[config.mk]
export PLATFORM = sky130hd
export DESIGN_NAME = bit_stats_unit_flat
export DESIGN_NICKNAME = d
export VERILOG_FILES = /design/src/rtl/bit_stats_unit_if.sv /design/src/rtl/bit_stats_unit.sv /design/src/flat_wrapper.sv
export SDC_FILE = /design/constraint.sdc
export NUM_CORES = 1
export LEC_CHECK = 0
export ABC_AREA = 0
export CELL_PAD_IN_SITES_DETAIL_PLACEMENT = 1
export CELL_PAD_IN_SITES_GLOBAL_PLACEMENT = 1
export CORE_MARGIN = 10
export CORE_UTILIZATION = 42
export CTS_CLUSTER_SIZE = 25
export DETAILED_ROUTE_END_ITERATION = 7
export HOLD_SLACK_MARGIN = 0.12
export PLACE_DENSITY_LB_ADDON = 0.1
export SKIP_LAST_GASP = 1
export SLEW_MARGIN = 40
export SYNTH_ARGS = -nofsm -noshare
export SYNTH_HDL_FRONTEND = slang
export SYNTH_SLANG_ARGS = --single-unit
[constraint.sdc]
create_clock -name clk -period 4.85 [get_ports clk]
set_clock_uncertainty 0.2 [all_clocks]
set_input_delay 1.455 -clock clk [delete_from_list [all_inputs] [get_ports clk]]
set_output_delay 1.455 -clock clk [all_outputs]
set_load 0.05 [all_outputs]
[src/rtl/bit_stats_unit_if.sv]
// Handshake bundle between a word source, the bit statistics unit and a result consumer.
interface bit_stats_unit_if #(
  parameter int WIDTH = 16
) ();
  localparam int CW = $clog2(WIDTH + 1);

  logic             in_valid;
  logic             in_ready;
  logic [WIDTH-1:0] in_data;
  logic [CW-1:0]    in_thresh;
  logic             out_valid;
  logic             out_ready;
  logic [CW-1:0]    out_count;
  logic             out_parity;
  logic             out_eq;
  logic             out_ge;
  logic             busy;

  modport master (
    output in_valid, in_data, in_thresh, out_ready,
    input  in_ready, out_valid, out_count, out_parity, out_eq, out_ge, busy
  );

  modport slave (
    input  in_valid, in_data, in_thresh, out_ready,
    output in_ready, out_valid, out_count, out_parity, out_eq, out_ge, busy
  );
endinterface

[src/rtl/bit_stats_unit.sv]
// Sequential popcount/parity/threshold unit: captures one word, scans CHUNK bits per
// cycle, then holds the result until the consumer takes it.
module bit_stats_unit #(
  parameter int WIDTH = 16,
  parameter int CHUNK = 4
) (
  input logic             clk,
  input logic             rst,
  bit_stats_unit_if.slave bus
);
  localparam int NCH = WIDTH / CHUNK;
  localparam int CW  = $clog2(WIDTH + 1);
  localparam int IW  = (NCH > 1) ? $clog2(NCH) : 1;
  localparam logic [IW-1:0] LAST = IW'(NCH - 1);

  if (WIDTH < 1 || CHUNK < 1 || CHUNK > WIDTH || (WIDTH % CHUNK) != 0) begin : g_bad_param
    $error("bit_stats_unit: CHUNK must divide WIDTH");
  end

  typedef enum logic [1:0] {IDLE, SCAN, DONE} state_t;

  state_t           state_q;
  logic [WIDTH-1:0] word_q;
  logic [CW-1:0]    thr_q;
  logic [CW-1:0]    acc_q;
  logic [IW-1:0]    idx_q;
  logic             out_valid_q;
  logic [CW-1:0]    count_q;
  logic             parity_q;
  logic             eq_q;
  logic             ge_q;

  logic [CW-1:0]    chunk_cnt_d;
  logic [CW-1:0]    sum_d;

  function automatic logic [CW-1:0] pop(input logic [CHUNK-1:0] v);
    logic [CW-1:0] s;
    s = '0;
    for (int i = 0; i < CHUNK; i++) s = s + CW'(v[i]);
    return s;
  endfunction

  // The captured word is shifted down each scan cycle, so the low CHUNK bits are always the next chunk.
  assign chunk_cnt_d = pop(word_q[CHUNK-1:0]);
  assign sum_d       = acc_q + chunk_cnt_d;

  always_ff @(posedge clk or posedge rst) begin
    if (rst) begin
      state_q     <= IDLE;
      word_q      <= '0;
      thr_q       <= '0;
      acc_q       <= '0;
      idx_q       <= '0;
      out_valid_q <= 1'b0;
      count_q     <= '0;
      parity_q    <= 1'b0;
      eq_q        <= 1'b0;
      ge_q        <= 1'b0;
    end else begin
      case (state_q)
        IDLE: begin
          if (bus.in_valid) begin
            word_q  <= bus.in_data;
            thr_q   <= bus.in_thresh;
            acc_q   <= '0;
            idx_q   <= '0;
            state_q <= SCAN;
          end
        end
        SCAN: begin
          acc_q  <= sum_d;
          idx_q  <= idx_q + IW'(1);
          word_q <= word_q >> CHUNK;
          if (idx_q == LAST) begin
            count_q     <= sum_d;
            parity_q    <= sum_d[0];
            eq_q        <= (sum_d == thr_q);
            ge_q        <= (sum_d >= thr_q);
            out_valid_q <= 1'b1;
            state_q     <= DONE;
          end
        end
        DONE: begin
          if (bus.out_ready) begin
            out_valid_q <= 1'b0;
            state_q     <= IDLE;
          end
        end
        default: state_q <= IDLE;
      endcase
    end
  end

  // in_ready must be low during reset even though the state already reads IDLE.
  assign bus.in_ready   = (state_q == IDLE) && !rst;
  assign bus.busy       = (state_q != IDLE);
  assign bus.out_valid  = out_valid_q;
  assign bus.out_count  = count_q;
  assign bus.out_parity = parity_q;
  assign bus.out_eq     = eq_q;
  assign bus.out_ge     = ge_q;
endmodule

[src/flat_wrapper.sv]
// flat-port wrapper written by rule: the top's interface ports become plain ports
module bit_stats_unit_flat 
#(
  parameter int WIDTH = 16,
  parameter int CHUNK = 4
)
  (clk, rst, bus_in_valid, bus_in_data, bus_in_thresh, bus_out_ready, bus_in_ready, bus_out_valid, bus_out_count, bus_out_parity, bus_out_eq, bus_out_ge, bus_busy);
  bit_stats_unit_if #(.WIDTH(WIDTH)) bus_i ();
  input logic clk;
  input logic rst;
  input wire logic [$bits(bus_i.in_valid)-1:0] bus_in_valid;
  input wire logic [$bits(bus_i.in_data)-1:0] bus_in_data;
  input wire logic [$bits(bus_i.in_thresh)-1:0] bus_in_thresh;
  input wire logic [$bits(bus_i.out_ready)-1:0] bus_out_ready;
  output wire logic [$bits(bus_i.in_ready)-1:0] bus_in_ready;
  output wire logic [$bits(bus_i.out_valid)-1:0] bus_out_valid;
  output wire logic [$bits(bus_i.out_count)-1:0] bus_out_count;
  output wire logic [$bits(bus_i.out_parity)-1:0] bus_out_parity;
  output wire logic [$bits(bus_i.out_eq)-1:0] bus_out_eq;
  output wire logic [$bits(bus_i.out_ge)-1:0] bus_out_ge;
  output wire logic [$bits(bus_i.busy)-1:0] bus_busy;
  assign bus_i.in_valid = bus_in_valid;
  assign bus_i.in_data = bus_in_data;
  assign bus_i.in_thresh = bus_in_thresh;
  assign bus_i.out_ready = bus_out_ready;
  assign bus_in_ready = bus_i.in_ready;
  assign bus_out_valid = bus_i.out_valid;
  assign bus_out_count = bus_i.out_count;
  assign bus_out_parity = bus_i.out_parity;
  assign bus_out_eq = bus_i.out_eq;
  assign bus_out_ge = bus_i.out_ge;
  assign bus_busy = bus_i.busy;
  bit_stats_unit #(.WIDTH(WIDTH), .CHUNK(CHUNK)) u_core (.clk(clk), .rst(rst), .bus(bus_i));
endmodule
==> results.cfg <==
[worst_setup_path]
slowest_delay_ps = 820
path_max_fanout = 2
slowest_stage = clkdlybuf4s50_1
cp_data_arrival_time_ps = 2830
crit_buf_inv = 2
cp-start-kind = input port
crit_family = buffers and inverters
cp.required_ps = 3190
crit_path_end_kind = output pin
path_common_cell = clkdlybuf4s50_1
worstPathCellList = clkdlybuf4s50_1 -> nor2_1 -> clkdlybuf4s50_1
path_class = input port to output pin

[place]
routabilityCongestion = 0.7526
pre_cts_ws_ps = 348.3
portBuffers = 35
place_hpwl_um = 3650

[detailed_routing]
drt-wirelength-per-cell_um = 16.65
viasPerCell = 5.179
vias = 1507
ant_nets = 0
drt-initial-drc-count = 67
firstDrtPassIters = 4
routed_wl_um = 4845
drc_errors = 0

[synth]
synthXorXnorAreaFrac_pct = 1.355
synth_top_family_by_area = simple AND/OR/NAND/NOR gates
syn_area_mm2 = 0.001939
ys_seq_area_share_pct = 49.03
yosysTopAreaCell = dfrtp_1
yosysWarningCount = 0
syn_inst = 205
synthSimpleGateAreaFrac_pct = 19.29
synth_nets = 243
synth.distinct_cells = 28
synthMuxAreaShare_pct = 2.645
synth_compound_area_share_pct = 10.58
yosys.area_share.adder_pct = 9.161
synth_top_area_share_pct = 49.03
avgSynthCellArea_um2 = 9.460
ys_seq_elements = 38
synthTopCellsByArea = dfrtp_1 49%, nand2_1 9.1%, ha_1 7.1%

[layout]
drive_gt1_share_pct = 7.950
fill_cells = 505
diodes = 0
nets = 277
area_growth_pct = 22.00

[clock_tree]
cts.sinks = 38
root_buffer = clkbuf_8
clk_pin_slew_ps = 70
cts_tree = built
cts-hold-fix-buffers = 0
ctsResizeCount = 0
post_cts_buffers = 0
htreeDepth = 2
worstSkewPairLatency_ps = 290
clk_path_buf_depth = 2
cts_buffers = 5

[floorplan]
dieArea_mm2 = 0.007735
coreArea_mm2 = 0.004414
io_pins = 36
rows = 24
start_util_pct = 43.93
die_x_um = 87.95
die_height_um = 87.95

[sta]
finalWorstSetupSlack_ps = 361.2
hold_viol = 0
min_period_ps = 4489
rsz0062_at_grt = false
fmax_ghz = 0.2228
worstMarginPinSlew_ps = 656.8
fin_crit_sh_pct = 92.55
setup_violations = 0
setup_tns_ps = 0
slew_viol_final = 0
slew_headroom_pct = 56.06

[global_route]
grt.overflow.total = 0
antenna_found_initial = 0
grt_pass1_vias = 1713
grt_pass1_wl_um = 8211
track_usage_pct = 13.38
grt_max_degree = 39

[job]
cap_violations = 0

[outcome]
status = finished clean

[min_path]
hp-class = flip-flop to flip-flop
[area by class of cell]
class	instances	area [um2]	area share [%]
Inverter	16	60.06	2.538
Timing Repair Buffer	38	376.6	15.92
Clock buffer	7	76.32	3.226
Multi-Input combinational cell	140	837.1	35.38
Sequential cell	38	950.9	40.19
Tap cell	52	65.06	2.750
[sequential cells by signal, indices dropped and copies added (netlist names)]
signal and count:
u_core.bus.out_valid 1, u_core.bus.out_ge 1, u_core.state_q 2, u_core.bus.out_count 5
u_core.idx_q 2, u_core.thr_q 5, u_core.word_q 16, u_core.bus.out_eq 1
u_core.acc_q 5
[final timing paths]
kind / from / endpoint / slack (ps) / depth (start not counted)
worst max register to register: u_core.word_q[0] / u_core.bus.out_ge / 1340 / 14
worst min register to register: u_core.bus.out_count[4] / u_core.bus.out_count[4] / 280 / 2
worst min-delay path: u_core.bus.out_count[4] / u_core.bus.out_count[4] / 280 / 2
max in group asynchronous: rst / u_core.idx_q[0] / 2470 / 3
worst max-delay path: rst / bus_in_ready / 360 / 3
min in group asynchronous: rst / u_core.state_q[0] / 1370 / 2
[cell usage after synthesis, drive strengths merged]
cell	n
a21o	2
a21oi	7
a31oi	11
a32o	1
buf	11
dfrtp	38
fa	2
ha	11
inv	16
mux2	3
mux2i	1
nand2	49
nand2b	1
nand3	14
nor2	17
nor2b	2
nor3b	1
o21ai	13
o31ai	1
or3	1
xnor2	3
[logic make-up (layout without fill, tap and decap cells)]
group                      Yosys count  count (layout)
and+or+nand+nor                     85              85
muxes                                4               4
adders and majority gates           13              13
xor gates and xnor gates             3               3
AOI/OAI and AO/OA                   35              35
buffers and inverters               27              61
DFF                                 38              38
[worst min-delay path: stages, from the launching register on]
cell     delay (ps)
dfrtp_1         340
nand2_1          50
o21ai_0          60
[stage by stage]
| step | hold slack, ps | utilization (%) | instance area (um2) | std cells |
|---|---|---|---|---|
| after floorplan | 249.7 | - | 1939 | 205 |
| after detailed placement | 275.3 | 51.87 | 2290 | 284 |
| final | 282.8 | 53.60 | 2366 | 291 |
| after CTS | 290.4 | 53.60 | 2366 | 291 |
| after global placement | 263.7 | 51.39 | 2268 | 282 |
| after global routing | 331.4 | 53.60 | 2366 | 291 |
[cells in the final DEF (no fill, tap or decap), types with 3 or more instances in the layout]
cell type	n
clkbuf_8	5
nor2_1	17
nand2_1	46
a21oi_1	6
ha_1	11
dfrtp_1	38
inv_1	14
xnor2_1	3
o21ai_0	13
clkdlybuf4s50_1	35
nand2_2	3
a31oi_1	11
nand3_1	14
[metal layers]
layer / wire [um] / up-vias / track usage, % / part of all wire (%)
li1: - / 737 / - / -
met1: 2148 / 735 / 15.68 / 44
met2: 2369 / 28 / 22.55 / 49
met3: 257 / 7 / 4.085 / 5.3
met4: 70 / 0 / 4.783 / 1.4
met5: 0 / - / 0 / 0
Power is left out: the tool's default activity adds up to more than one toggle a clock period on the data nets, which glitch-free logic cannot reach.
